### src/rtl/mem_arbiter_pkg.sv
// Shared types and bus widths for the external memory arbiter and its helpers.
package mem_arbiter_pkg;

    localparam int ADDR_W = 19;
    localparam int DATA_W = 16;

    typedef enum logic [1:0] {
        IDLE        = 2'd0,
        GRANT_INSTR = 2'd1,
        GRANT_DATA  = 2'd2
    } arb_state_t;

    typedef struct packed {
        logic [ADDR_W-1:0] addr;
        logic [DATA_W-1:0] data;
        logic              wr_en;
        logic [1:0]        bytesel;
        logic              access;
    } mem_req_t;

    // Value driven onto the bus whenever nobody holds the grant.
    function automatic mem_req_t idle_req();
        return '0;
    endfunction

endpackage

### src/rtl/mem_arb_streak.sv
// Saturating count of data grants won while an instruction fetch was waiting.
module mem_arb_streak #(
    parameter int DATA_STREAK_MAX = 4
) (
    input  logic clk,
    input  logic reset,
    input  logic idle,
    input  logic instr_access,
    input  logic enter_instr,
    input  logic enter_data,
    output logic at_max
);

    localparam logic [3:0] STREAK_MAX = 4'(DATA_STREAK_MAX);

    logic [3:0] streak_reg;

    always_ff @(posedge clk or posedge reset) begin
        if (reset) begin
            streak_reg <= '0;
        end else if (idle && (!instr_access || enter_instr)) begin
            streak_reg <= '0;
        end else if (idle && enter_data && (streak_reg != STREAK_MAX)) begin
            // Reaching here implies instr is still waiting behind this data grant.
            streak_reg <= streak_reg + 4'd1;
        end
    end

    assign at_max = (streak_reg == STREAK_MAX);

endmodule

### src/rtl/mem_arbiter.sv
// Shares the 16-bit external memory bus between instruction prefetch and load/store,
// data first but with bounded starvation of instruction fetch.
module mem_arbiter
    import mem_arbiter_pkg::*;
#(
    parameter int DATA_STREAK_MAX = 4
) (
    input  logic              clk,
    input  logic              reset,
    input  logic [ADDR_W-1:0] instr_m_addr,
    input  logic              instr_m_access,
    output logic              instr_m_ack,
    output logic [DATA_W-1:0] instr_m_data_in,
    input  logic [ADDR_W-1:0] data_m_addr,
    input  logic [DATA_W-1:0] data_m_data_out,
    input  logic              data_m_access,
    input  logic              data_m_wr_en,
    input  logic [1:0]        data_m_bytesel,
    output logic              data_m_ack,
    output logic [DATA_W-1:0] data_m_data_in,
    output logic [ADDR_W-1:0] q_m_addr,
    output logic [DATA_W-1:0] q_m_data_out,
    output logic              q_m_access,
    output logic              q_m_wr_en,
    output logic [1:0]        q_m_bytesel,
    input  logic              q_m_ack,
    input  logic [DATA_W-1:0] q_m_data_in
);

    arb_state_t state_reg;
    arb_state_t state_next;
    logic       streak_at_max;
    mem_req_t   instr_req;
    mem_req_t   data_req;
    mem_req_t   bus_req;

    mem_arb_streak #(
        .DATA_STREAK_MAX(DATA_STREAK_MAX)
    ) u_streak (
        .clk         (clk),
        .reset       (reset),
        .idle        (state_reg == IDLE),
        .instr_access(instr_m_access),
        .enter_instr (state_reg == IDLE && state_next == GRANT_INSTR),
        .enter_data  (state_reg == IDLE && state_next == GRANT_DATA),
        .at_max      (streak_at_max)
    );

    always_ff @(posedge clk or posedge reset) begin
        if (reset) begin
            state_reg <= IDLE;
        end else begin
            state_reg <= state_next;
        end
    end

    always_comb begin
        state_next = state_reg;
        case (state_reg)
            IDLE: begin
                if (data_m_access && !(instr_m_access && streak_at_max)) begin
                    state_next = GRANT_DATA;
                end else if (instr_m_access) begin
                    state_next = GRANT_INSTR;
                end
            end
            // A grant ends only on completion or on the holder withdrawing.
            GRANT_INSTR: if (q_m_ack || !instr_m_access) state_next = IDLE;
            GRANT_DATA:  if (q_m_ack || !data_m_access) state_next = IDLE;
            default:     state_next = IDLE;
        endcase
    end

    assign instr_req = '{
        addr:    instr_m_addr,
        data:    '0,
        wr_en:   1'b0,
        bytesel: 2'b11,
        access:  instr_m_access
    };

    assign data_req = '{
        addr:    data_m_addr,
        data:    data_m_data_out,
        wr_en:   data_m_wr_en,
        bytesel: data_m_bytesel,
        access:  data_m_access
    };

    always_comb begin
        bus_req     = idle_req();
        instr_m_ack = 1'b0;
        data_m_ack  = 1'b0;
        case (state_reg)
            GRANT_INSTR: begin
                bus_req     = instr_req;
                instr_m_ack = q_m_ack;
            end
            GRANT_DATA: begin
                bus_req    = data_req;
                data_m_ack = q_m_ack;
            end
            default: ;
        endcase
    end

    assign q_m_addr     = bus_req.addr;
    assign q_m_data_out = bus_req.data;
    assign q_m_wr_en    = bus_req.wr_en;
    assign q_m_bytesel  = bus_req.bytesel;
    assign q_m_access   = bus_req.access;

    // Read data is shared; each consumer qualifies it with its own ack.
    assign instr_m_data_in = q_m_data_in;
    assign data_m_data_in  = q_m_data_in;

endmodule

### config.mk
export PLATFORM = sky130hd
export DESIGN_NAME = mem_arbiter
export DESIGN_NICKNAME = d
export VERILOG_FILES = /design/src/rtl/mem_arbiter_pkg.sv /design/src/rtl/mem_arb_streak.sv /design/src/rtl/mem_arbiter.sv
export SDC_FILE = /design/constraint.sdc
export NUM_CORES = 1
export LEC_CHECK = 0
export CORE_MARGIN = 10
export CORE_UTILIZATION = 28
export CTS_BUF_LIST = sky130_fd_sc_hd__clkbuf_16
export DETAILED_ROUTE_END_ITERATION = 10
export GPL_TIMING_DRIVEN = 1
export PLACE_DENSITY = 0.92
export SYNTH_ARGS = -nofsm -noshare
export SYNTH_HDL_FRONTEND = slang
export SYNTH_SLANG_ARGS = --single-unit
### constraint.sdc
create_clock -name clk -period 3.2 [get_ports clk]
set_clock_uncertainty 0.05 [all_clocks]
set_input_delay 0.64 -clock clk [delete_from_list [all_inputs] [get_ports clk]]
set_output_delay 0.64 -clock clk [all_outputs]
set_load 0.02 [all_outputs]
==> report_table.html, run 1 <==
<table>
<tr><th>Metric</th><th>Value</th></tr>
<tr><th colspan="2">Routing</th></tr>
<tr><td>Post-route antenna net violation count</td><td>0</td></tr>
<tr><td>Detail-routed net length per standard cell</td><td>16.7 um</td></tr>
<tr><td>Post-route DRC violation count</td><td>0</td></tr>
<tr><td>Drt first-iter violations</td><td>38</td></tr>
<tr><td>Post-detailed-routing wire length</td><td>about 4500 um</td></tr>
<tr><td>Post-detailed-route via-to-cell ratio</td><td>~4.7</td></tr>
<tr><td>Via total after detailed routing</td><td>~1300</td></tr>
<tr><td>Number of optimization iterations in the first detailed-route pass</td><td>4</td></tr>
<tr><th colspan="2">Final layout</th></tr>
<tr><td>Final instance area</td><td>2100 um2</td></tr>
<tr><td># fillers</td><td>385</td></tr>
<tr><td>Layout cells sized above 1</td><td>4.55%</td></tr>
<tr><td>Flip-flop count of the largest register after layout</td><td>4</td></tr>
<tr><td>Area growth from synthesis to layout</td><td>75.8%</td></tr>
<tr><td>Post-layout net count</td><td>306</td></tr>
<tr><td>Count of antenna diodes in the layout</td><td>0</td></tr>
<tr><th colspan="2">Yosys</th></tr>
<tr><td>Adder-Cell Fraction of Synth Area</td><td>~6.3%</td></tr>
<tr><td>Portion of synthesized cell area occupied by the leading cell type</td><td>roughly 20%</td></tr>
<tr><td>Post-Synthesis Net Count</td><td>237</td></tr>
<tr><td>List of most frequent post-synthesis cells</td><td>32 x sky130_fd_sc_hd__buf_4, 23 x sky130_fd_sc_hd__nor2b_1, 19 x sky130_fd_sc_hd__a22oi_1, 19 x sky130_fd_sc_hd__and2_1, 8 x sky130_fd_sc_hd__clkbuf_1</td></tr>
<tr><td>Syn Area/Cell</td><td>7.81 um2</td></tr>
<tr><td>Leading cell type by number of instances after synthesis</td><td>sky130_fd_sc_hd__buf_4</td></tr>
<tr><td>Syn Std Cell Area</td><td>1190 um2</td></tr>
<tr><td>Cells taking the most area after synthesis</td><td>sky130_fd_sc_hd__buf_4 20%, sky130_fd_sc_hd__dfrtp_1 13%, sky130_fd_sc_hd__nor2b_1 12%</td></tr>
<tr><td>Simple logic cell fraction of the synthesized area</td><td>31.1%</td></tr>
<tr><td>Combinational family with the most area after synthesis</td><td>simple AND/OR/NAND/NOR gates</td></tr>
<tr><td>Primary FF master, synth</td><td>sky130_fd_sc_hd__dfrtp_1</td></tr>
<tr><td>Mux share of post-synthesis cell area</td><td>0.838%</td></tr>
<tr><td>Number of enable-type register cells in the synthesized netlist</td><td>0</td></tr>
<tr><td>Sequential-to-total area share from yosys stat</td><td>12.6%</td></tr>
<tr><td>Number of synthesized register bits</td><td>6</td></tr>
<tr><td>Yosys synthesis warning count</td><td>0</td></tr>
<tr><td>Post-synthesis compound-gate area fraction</td><td>23.2%</td></tr>
<tr><td>Post-synthesis cell type with the largest combined area</td><td>sky130_fd_sc_hd__buf_4</td></tr>
<tr><td>Number of distinct library cells after synthesis</td><td>30</td></tr>
<tr><td>Post-Synth XOR/XNOR Area</td><td>0.733%</td></tr>
<tr><td>Post-Synthesis Cells</td><td>153</td></tr>
<tr><td>Proportion of register bits with asynchronous set or reset after synthesis</td><td>100%</td></tr>
<tr><th colspan="2">Power</th></tr>
<tr><td>Worst voltage drop across the vdd grid</td><td>0.356 mV</td></tr>
<tr><td>P per Cell Area</td><td>704 nW/um2</td></tr>
<tr><td>Leakage component of the power</td><td>~0.00078 uW</td></tr>
<tr><th colspan="2">STA</th></tr>
<tr><td>Count of final setup violators</td><td>0</td></tr>
<tr><td>Slew at the pin with the worst max-slew slack</td><td>508 ps</td></tr>
<tr><td>Setup TNS</td><td>0 ps</td></tr>
<tr><td>Number of hold violations in the final report</td><td>0</td></tr>
<tr><td>Period utilization</td><td>91.9%</td></tr>
<tr><td>Final Hold Slack</td><td>518 ps</td></tr>
<tr><td>Shortest period the worst path allows</td><td>2940 ps</td></tr>
<tr><td>RSZ-0062 raised after global routing</td><td>false</td></tr>
<tr><td>Final setup margin</td><td>around 260 ps</td></tr>
<tr><td>Fmax</td><td>0.340 GHz</td></tr>
<tr><td>Relative max-transition margin</td><td>66.1%</td></tr>
<tr><td>Max Transition Viols Final</td><td>0</td></tr>
<tr><th colspan="2">Placed design</th></tr>
<tr><td>Post-placement cell area</td><td>2030 um2</td></tr>
<tr><td>Worst Setup Slack post-DPL</td><td>352 ps</td></tr>
<tr><td>Port Buf Inserts</td><td>102</td></tr>
<tr><td>HPWL Detailed</td><td>between 3000 and 4000 um</td></tr>
<tr><td>Final weighted congestion in routability-driven placement</td><td>0.828</td></tr>
<tr><th colspan="2">Clock tree</th></tr>
<tr><td>Number of setup buffers added after CTS</td><td>0</td></tr>
<tr><td>Maximum buffer depth of the clock tree</td><td>2</td></tr>
<tr><td>Number of H-tree branching levels</td><td>1</td></tr>
<tr><td>Post-CTS Resized</td><td>0</td></tr>
<tr><td>Sinks on the clock net</td><td>6</td></tr>
<tr><td>Buffer type at the clock tree root</td><td>sky130_fd_sc_hd__clkbuf_16</td></tr>
<tr><td>Num CTS Buffers</td><td>3</td></tr>
<tr><td>CTS tree</td><td>done</td></tr>
<tr><td>Worst skew pair latency</td><td>around 220 ps</td></tr>
<tr><td>Hold buffers post-CTS</td><td>0</td></tr>
<tr><td>Clock-pin slew on the worst setup and hold paths</td><td>30 ps</td></tr>
<tr><th colspan="2">Hold path</th></tr>
<tr><td>Hold Path Depth</td><td>2</td></tr>
<tr><td>Class of the worst hold path</td><td>register to register</td></tr>
<tr><td>Worst Min Path Start</td><td>u_streak.streak_reg[3]</td></tr>
<tr><th colspan="2">Floorplanning</th></tr>
<tr><td>Effective utilization at floorplan</td><td>a little under 30%</td></tr>
<tr><td>Number of ports placed on the die boundary</td><td>between 150 and 200</td></tr>
<tr><td>Horizontal extent of the die</td><td>85.3 um</td></tr>
<tr><td>Number of placement rows</td><td>23</td></tr>
<tr><td>Core region area</td><td>4060 um2</td></tr>
<tr><td>Die outline height</td><td>85.3 um</td></tr>
<tr><td>Die Footprint</td><td>7280 um2</td></tr>
<tr><th colspan="2">Global route</th></tr>
<tr><td>Maximum number of pins on one net before global-route repair</td><td>43</td></tr>
<tr><td>Antenna violations before repair</td><td>0</td></tr>
<tr><td>GRT Residual Overflow</td><td>0</td></tr>
<tr><td>Total routing usage reported by global routing</td><td>11.1%</td></tr>
<tr><td>Global-route wire length before repair</td><td>roughly 6800 um</td></tr>
<tr><td>Vias in the first global route</td><td>about 1300</td></tr>
<tr><th colspan="2">Run</th></tr>
<tr><td>Reported max-cap violation count</td><td>0</td></tr>
<tr><th colspan="2">Critical path</th></tr>
<tr><td>Required @ worst endpoint</td><td>roughly 2500 ps</td></tr>
<tr><td>Type of element launching the critical path</td><td>register</td></tr>
<tr><td>Path depth of the worst reg2reg path</td><td>8</td></tr>
<tr><td>Type of element capturing the critical path</td><td>output port</td></tr>
<tr><td>Setup Crit Path Kind</td><td>register to output port</td></tr>
<tr><td>Worst setup startpoint</td><td>state_reg[1]</td></tr>
<tr><td>Crit path max fanout</td><td>22</td></tr>
<tr><td>Worst path arrival time</td><td>2250 ps</td></tr>
<tr><td>R2R Path Start</td><td>state_reg[0]</td></tr>
<tr><th colspan="2">Run status</th></tr>
<tr><td>Status</td><td>complete, no violations</td></tr>
</table>
[routing by layer]
layer / share of wire [%] / routed length (um) / global-route usage (%)
met5: 0 / 0 / 0
met1: 35 / 1570 / 10.7
met4: 2.4 / 106 / 4.49
met3: 12 / 531 / 5.74
met2: 51 / 2290 / 19.5
[worst max-delay path: stages (launching register included)]
cell	delay [ps]
sky130_fd_sc_hd__dfrtp_1	410
sky130_fd_sc_hd__inv_1	130
sky130_fd_sc_hd__ha_1	630
sky130_fd_sc_hd__nor2b_1	230
sky130_fd_sc_hd__clkdlybuf4s50_1	630
[cell families (layout without fill, tap and decap cells)]
logic type / after synthesis / count (layout)
multiplexers: 1 / 1
XOR/XNOR: 1 / 1
AND/OR/NAND/NOR: 55 / 55
AO/OA/AOI/OAI: 36 / 36
adder cells (fa/ha/maj): 6 / 6
buffers and inverters: 48 / 115
flip-flops: 6 / 6
[where the power goes]
group	switching, uW	internal, uW	total (uW)
registers	22.3	94.1	116
clock network	36.4	160	196
logic	591	575	1170
total	650	829	1480
[worst paths after layout]
kind | endpoint | slack (ps)
setup / recovery | q_m_addr[10] | 260
hold / removal | u_streak.streak_reg[3] | 520
setup reg to reg | u_streak.streak_reg[3] | 980
hold reg to reg | u_streak.streak_reg[3] | 520
max in group asynchronous | state_reg[0] | 2350
min in group asynchronous | u_streak.streak_reg[1] | 570
[metrics by stage]
| stage | total power (uW) | cells | utilization [%] |
|---|---|---|---|
| final | 1480 | 270 | 51.8 |
| after global routing | 1590 | 270 | 51.8 |
| after CTS | 1500 | 270 | 51.8 |
| after detailed placement | 1290 | 267 | 49.9 |
| after global placement | 1280 | 267 | 49.9 |
| after floorplan | 864 | 153 | - |
[cells in the final DEF, fill, tap and decap left out]
cell type,count
sky130_fd_sc_hd__o211ai_1,2
sky130_fd_sc_hd__o311a_1,1
sky130_fd_sc_hd__o311ai_4,1
sky130_fd_sc_hd__clkbuf_16,3
sky130_fd_sc_hd__or3_1,3
sky130_fd_sc_hd__nor2_1,3
sky130_fd_sc_hd__ha_1,6
sky130_fd_sc_hd__a22oi_2,1
sky130_fd_sc_hd__xnor2_1,1
sky130_fd_sc_hd__o21a_1,1
sky130_fd_sc_hd__a22oi_1,19
sky130_fd_sc_hd__nand2_1,1
sky130_fd_sc_hd__nor2b_1,23
sky130_fd_sc_hd__nand3b_1,1
sky130_fd_sc_hd__or4_1,1
sky130_fd_sc_hd__dfrtp_1,6
sky130_fd_sc_hd__clkdlybuf4s50_1,102
sky130_fd_sc_hd__nor4_4,1
sky130_fd_sc_hd__nor4b_4,1
sky130_fd_sc_hd__buf_4,3
sky130_fd_sc_hd__o21bai_1,1
sky130_fd_sc_hd__inv_1,7
sky130_fd_sc_hd__a21oi_1,5
sky130_fd_sc_hd__nand3_1,1
sky130_fd_sc_hd__and2_1,19
sky130_fd_sc_hd__mux2i_1,1
sky130_fd_sc_hd__a221oi_1,1
sky130_fd_sc_hd__and4b_1,1
sky130_fd_sc_hd__o21ai_0,3
sky130_fd_sc_hd__a21o_1,1
[area by class of cell]
| type | count | area [um2] | area share (%) |
|---|---|---|---|
| multi-input combinational | 99 | 743 | 35.4 |
| clock buffer | 3 | 75.1 | 3.57 |
| timing repair buffer | 105 | 1040 | 49.7 |
| sequential | 6 | 150 | 7.15 |
| inverter | 7 | 26.3 | 1.25 |
| tap | 50 | 62.6 | 2.98 |
Note: power is estimated with default switching activity, not from simulation.
==> run 2: changes to the inputs <==
--- a/config.mk
+++ b/config.mk
@@ -6,11 +6,11 @@
 export NUM_CORES = 1
 export LEC_CHECK = 0
 export CORE_MARGIN = 10
-export CORE_UTILIZATION = 28
+export CORE_UTILIZATION = 26
 export CTS_BUF_LIST = sky130_fd_sc_hd__clkbuf_16
 export DETAILED_ROUTE_END_ITERATION = 10
 export GPL_TIMING_DRIVEN = 1
-export PLACE_DENSITY = 0.92
+export PLACE_DENSITY = 0.87
 export SYNTH_ARGS = -nofsm -noshare
 export SYNTH_HDL_FRONTEND = slang
 export SYNTH_SLANG_ARGS = --single-unit
==> constraint.sdc (replaced) <==
create_clock -name clk -period 2.75 [get_ports clk]
set_clock_uncertainty 0.05 [all_clocks]
set_input_delay 0.55 -clock clk [delete_from_list [all_inputs] [get_ports clk]]
set_output_delay 0.55 -clock clk [all_outputs]
set_load 0.02 [all_outputs]
==> report_table.html, run 2 (synthesized netlist as in run 1, its figures left out) <==
<table>
<tr><th>Metric</th><th>Value</th></tr>
<tr><th colspan="2">Floorplanning</th></tr>
<tr><td>Horizontal extent of the die</td><td>87.8 um (+2.9%)</td></tr>
<tr><td>Number of ports placed on the die boundary</td><td>151 (unchanged)</td></tr>
<tr><td>Effective utilization at floorplan</td><td>27.1% (-2.4 points)</td></tr>
<tr><td>Die outline height</td><td>87.8 um (+2.9%)</td></tr>
<tr><td>Number of placement rows</td><td>24 (+4.3%)</td></tr>
<tr><td>Core region area</td><td>4410 um2 (+8.8%)</td></tr>
<tr><td>Die Footprint</td><td>7710 um2 (+5.9%)</td></tr>
<tr><th colspan="2">Routing</th></tr>
<tr><td>Via total after detailed routing</td><td>1304 (+1.9%)</td></tr>
<tr><td>Post-detailed-route via-to-cell ratio</td><td>4.72 (-0.34%)</td></tr>
<tr><td>Detail-routed net length per standard cell</td><td>16.7 um (+0.33%)</td></tr>
<tr><td>Drt first-iter violations</td><td>25 (-34%)</td></tr>
<tr><td>Post-detailed-routing wire length</td><td>4610 um (+2.6%)</td></tr>
<tr><td>Post-route antenna net violation count</td><td>0 (unchanged)</td></tr>
<tr><td>Number of optimization iterations in the first detailed-route pass</td><td>4 (unchanged)</td></tr>
<tr><td>Post-route DRC violation count</td><td>0 (unchanged)</td></tr>
<tr><th colspan="2">Clock tree</th></tr>
<tr><td>Num CTS Buffers</td><td>3 (unchanged)</td></tr>
<tr><td>CTS tree</td><td>done</td></tr>
<tr><td>Number of H-tree branching levels</td><td>1 (unchanged)</td></tr>
<tr><td>Clock-pin slew on the worst setup and hold paths</td><td>30 ps (about the same)</td></tr>
<tr><td>Worst skew pair latency</td><td>230 ps (about the same)</td></tr>
<tr><td>Buffer type at the clock tree root</td><td>sky130_fd_sc_hd__clkbuf_16</td></tr>
<tr><td>Maximum buffer depth of the clock tree</td><td>2 (unchanged)</td></tr>
<tr><td>Hold buffers post-CTS</td><td>0 (unchanged)</td></tr>
<tr><td>Sinks on the clock net</td><td>6 (unchanged)</td></tr>
<tr><th colspan="2">Run status</th></tr>
<tr><td>Status</td><td>complete, no violations</td></tr>
<tr><th colspan="2">Critical path</th></tr>
<tr><td>Path depth of the worst reg2reg path</td><td>8 (unchanged)</td></tr>
<tr><td>Setup Crit Path Kind</td><td>register to output port</td></tr>
<tr><td>Minimum setup slack among reg-to-reg paths</td><td>640 ps (-340 ps)</td></tr>
<tr><td>Capturing point of the worst reg2reg path</td><td>u_streak.streak_reg[2]</td></tr>
<tr><td>Crit path max fanout</td><td>35 (+59%)</td></tr>
<tr><td>Type of element capturing the critical path</td><td>output port</td></tr>
<tr><td>Worst path arrival time</td><td>2060 ps (-190 ps)</td></tr>
<tr><td>Type of element launching the critical path</td><td>register</td></tr>
<tr><td>Required @ worst endpoint</td><td>2150 ps (-360 ps)</td></tr>
<tr><td>R2R Path Start</td><td>state_reg[0]</td></tr>
<tr><th colspan="2">Global route</th></tr>
<tr><td>Antenna violations before repair</td><td>0 (unchanged)</td></tr>
<tr><td>GRT Residual Overflow</td><td>0 (unchanged)</td></tr>
<tr><td>Vias in the first global route</td><td>1397 (+3.6%)</td></tr>
<tr><td>Total routing usage reported by global routing</td><td>10.7% (-0.39 points)</td></tr>
<tr><td>Maximum number of pins on one net before global-route repair</td><td>36 (-16%)</td></tr>
<tr><td>Global-route wire length before repair</td><td>6720 um (-1.4%)</td></tr>
<tr><th colspan="2">Power</th></tr>
<tr><td>Leakage component of the power</td><td>0.00103 uW (+31%)</td></tr>
<tr><td>P per Cell Area</td><td>810 nW/um2 (+15%)</td></tr>
<tr><td>Worst voltage drop across the vdd grid</td><td>0.295 mV (-17%)</td></tr>
<tr><th colspan="2">Final layout</th></tr>
<tr><td>Final instance area</td><td>2190 um2 (+4.4%)</td></tr>
<tr><td>Layout cells sized above 1</td><td>6.70% (+2.2 points)</td></tr>
<tr><td>Count of antenna diodes in the layout</td><td>0 (unchanged)</td></tr>
<tr><td># fillers</td><td>421 (+9.4%)</td></tr>
<tr><td>Post-layout net count</td><td>310 (+1.3%)</td></tr>
<tr><td>Flip-flop count of the largest register after layout</td><td>4 (unchanged)</td></tr>
<tr><td>Post-Layout Cell Count</td><td>276 (+2.2%)</td></tr>
<tr><td>Commonest non-fill, non-tap cell in the layout</td><td>sky130_fd_sc_hd__clkdlybuf4s50_1</td></tr>
<tr><td>Commonest non-fill, non-tap cells in the layout</td><td>89 x sky130_fd_sc_hd__clkdlybuf4s50_1, 23 x sky130_fd_sc_hd__nor2b_1, 19 x sky130_fd_sc_hd__and2_1, 19 x sky130_fd_sc_hd__a22oi_1, 13 x sky130_fd_sc_hd__dlymetal6s2s_1</td></tr>
<tr><td>Area growth from synthesis to layout</td><td>83.6%</td></tr>
<tr><th colspan="2">STA</th></tr>
<tr><td>Period utilization</td><td>between 90% and 100%</td></tr>
<tr><td>Fmax</td><td>~0.38 GHz</td></tr>
<tr><td>Slew at the pin with the worst max-slew slack</td><td>374 ps (-134 ps)</td></tr>
<tr><td>Relative max-transition margin</td><td>75.0% (+8.9 points)</td></tr>
<tr><td>Shortest period the worst path allows</td><td>2660 ps</td></tr>
<tr><td>Max Transition Viols Final</td><td>0 (unchanged)</td></tr>
<tr><td>Count of final setup violators</td><td>0 (unchanged)</td></tr>
<tr><td>Final setup margin</td><td>86.6 ps (-174 ps)</td></tr>
<tr><td>Number of hold violations in the final report</td><td>0 (unchanged)</td></tr>
<tr><th colspan="2">Placed design</th></tr>
<tr><td>Port Buf Inserts</td><td>102 (unchanged)</td></tr>
<tr><td>Placed Instances</td><td>273 (+2.2%)</td></tr>
<tr><td>HPWL Detailed</td><td>3890 um (+1.6%)</td></tr>
<tr><td>Final weighted congestion in routability-driven placement</td><td>0.795 (-4.0%)</td></tr>
<tr><td>Post-placement cell area</td><td>2080 um2 (+2.8%)</td></tr>
<tr><td>Worst Setup Slack post-DPL</td><td>192 ps (-160 ps)</td></tr>
<tr><th colspan="2">Hold path</th></tr>
<tr><td>Class of the worst hold path</td><td>input port to asynchronous set/reset pin</td></tr>
<tr><th colspan="2">Run</th></tr>
<tr><td>Reported max-cap violation count</td><td>0 (unchanged)</td></tr>
</table>
## run 2: changes by cell type in the layout (fill, tap and decap cells not counted)
cell | before | now
sky130_fd_sc_hd__buf_4 | 3 | 5
sky130_fd_sc_hd__ha_1 | 6 | 5
sky130_fd_sc_hd__dlymetal6s2s_1 | 0 | 13
sky130_fd_sc_hd__clkdlybuf4s50_1 | 102 | 89
sky130_fd_sc_hd__buf_12 | 0 | 2
sky130_fd_sc_hd__ha_2 | 0 | 1
## run 2: timing repair
item	4_1_cts	5_1_grt
resized for setup	1	13
setup buffers	0	0
setup endpoints to repair	2	13
pin swaps	0	0
## run 2: per-stage QoR
stage | total power (uW) | TNS [ps] | hold slack [ps] | util [%]
finish | 1780 | 0 | 494 | 49.7
global route | 1900 | -1.27 | 522 | 49.7
CTS | 1820 | 0 | 497 | 49.0
detailed placement | 1580 | 0 | 497 | 47.2
global placement | 1560 | 0 | 482 | 47.2
floorplan | 1010 | 0 | 291 | -
## run 2: report_power, final
part / switching (uW) / internal [uW] / total, uW
registers: 24.7 / 109 / 134
logic: 699 / 711 / 1410
clock network: 46.8 / 186 / 233
## run 2: routing by layer
| metal | GRT usage [%] | routed length [um] | vias up |
|---|---|---|---|
| li1 | - | - | 636 |
| met4 | 5.65 | 133 | 0 |
| met1 | 9.79 | 1490 | 593 |
| met3 | 3.34 | 440 | 15 |
| met2 | 20.5 | 2540 | 60 |
| met5 | 0 | 0 | - |
## run 2: worst max-delay path by stage
stage / startpoint / end / slack [ps] / cells past startpoint
global placement: instr_m_access / q_m_access / 190 / 4
detailed placement: instr_m_access / q_m_access / 190 / 4
CTS: state_reg[0] / q_m_access / 20 / 6
floorplan: state_reg[1] / q_m_addr[16] / 620 / 6
global route: state_reg[1] / q_m_addr[16] / -1 / 6
finish: state_reg[0] / q_m_addr[4] / 90 / 6
## run 2: worst max-delay path, cell delays in order (launching register included)
cell	delay (ps)
sky130_fd_sc_hd__dfrtp_1	430
sky130_fd_sc_hd__inv_1	150
sky130_fd_sc_hd__ha_1	230
sky130_fd_sc_hd__buf_12	190
sky130_fd_sc_hd__a22oi_1	100
sky130_fd_sc_hd__nor2b_1	120
sky130_fd_sc_hd__clkdlybuf4s50_1	620
## run 2: area by class of cell
| type | count | area, um2 | share of cell area, % |
|---|---|---|---|
| flip-flops and latches | 6 | 150 | 6.85 |
| clock buffers | 3 | 75.1 | 3.42 |
| well taps | 52 | 65.1 | 2.97 |
| repair buffers | 109 | 1130 | 51.6 |
| inverters | 7 | 26.3 | 1.20 |
| multi-input cells | 99 | 746 | 34.0 |
==> run 3: changes to the inputs <==
--- a/config.mk
+++ b/config.mk
@@ -14,3 +14,4 @@
 export SYNTH_ARGS = -nofsm -noshare
 export SYNTH_HDL_FRONTEND = slang
 export SYNTH_SLANG_ARGS = --single-unit
+export TNS_END_PERCENT = 1
==> results of run 3 <==
The final DEF is identical to that of run 2; final timing and power are the same.
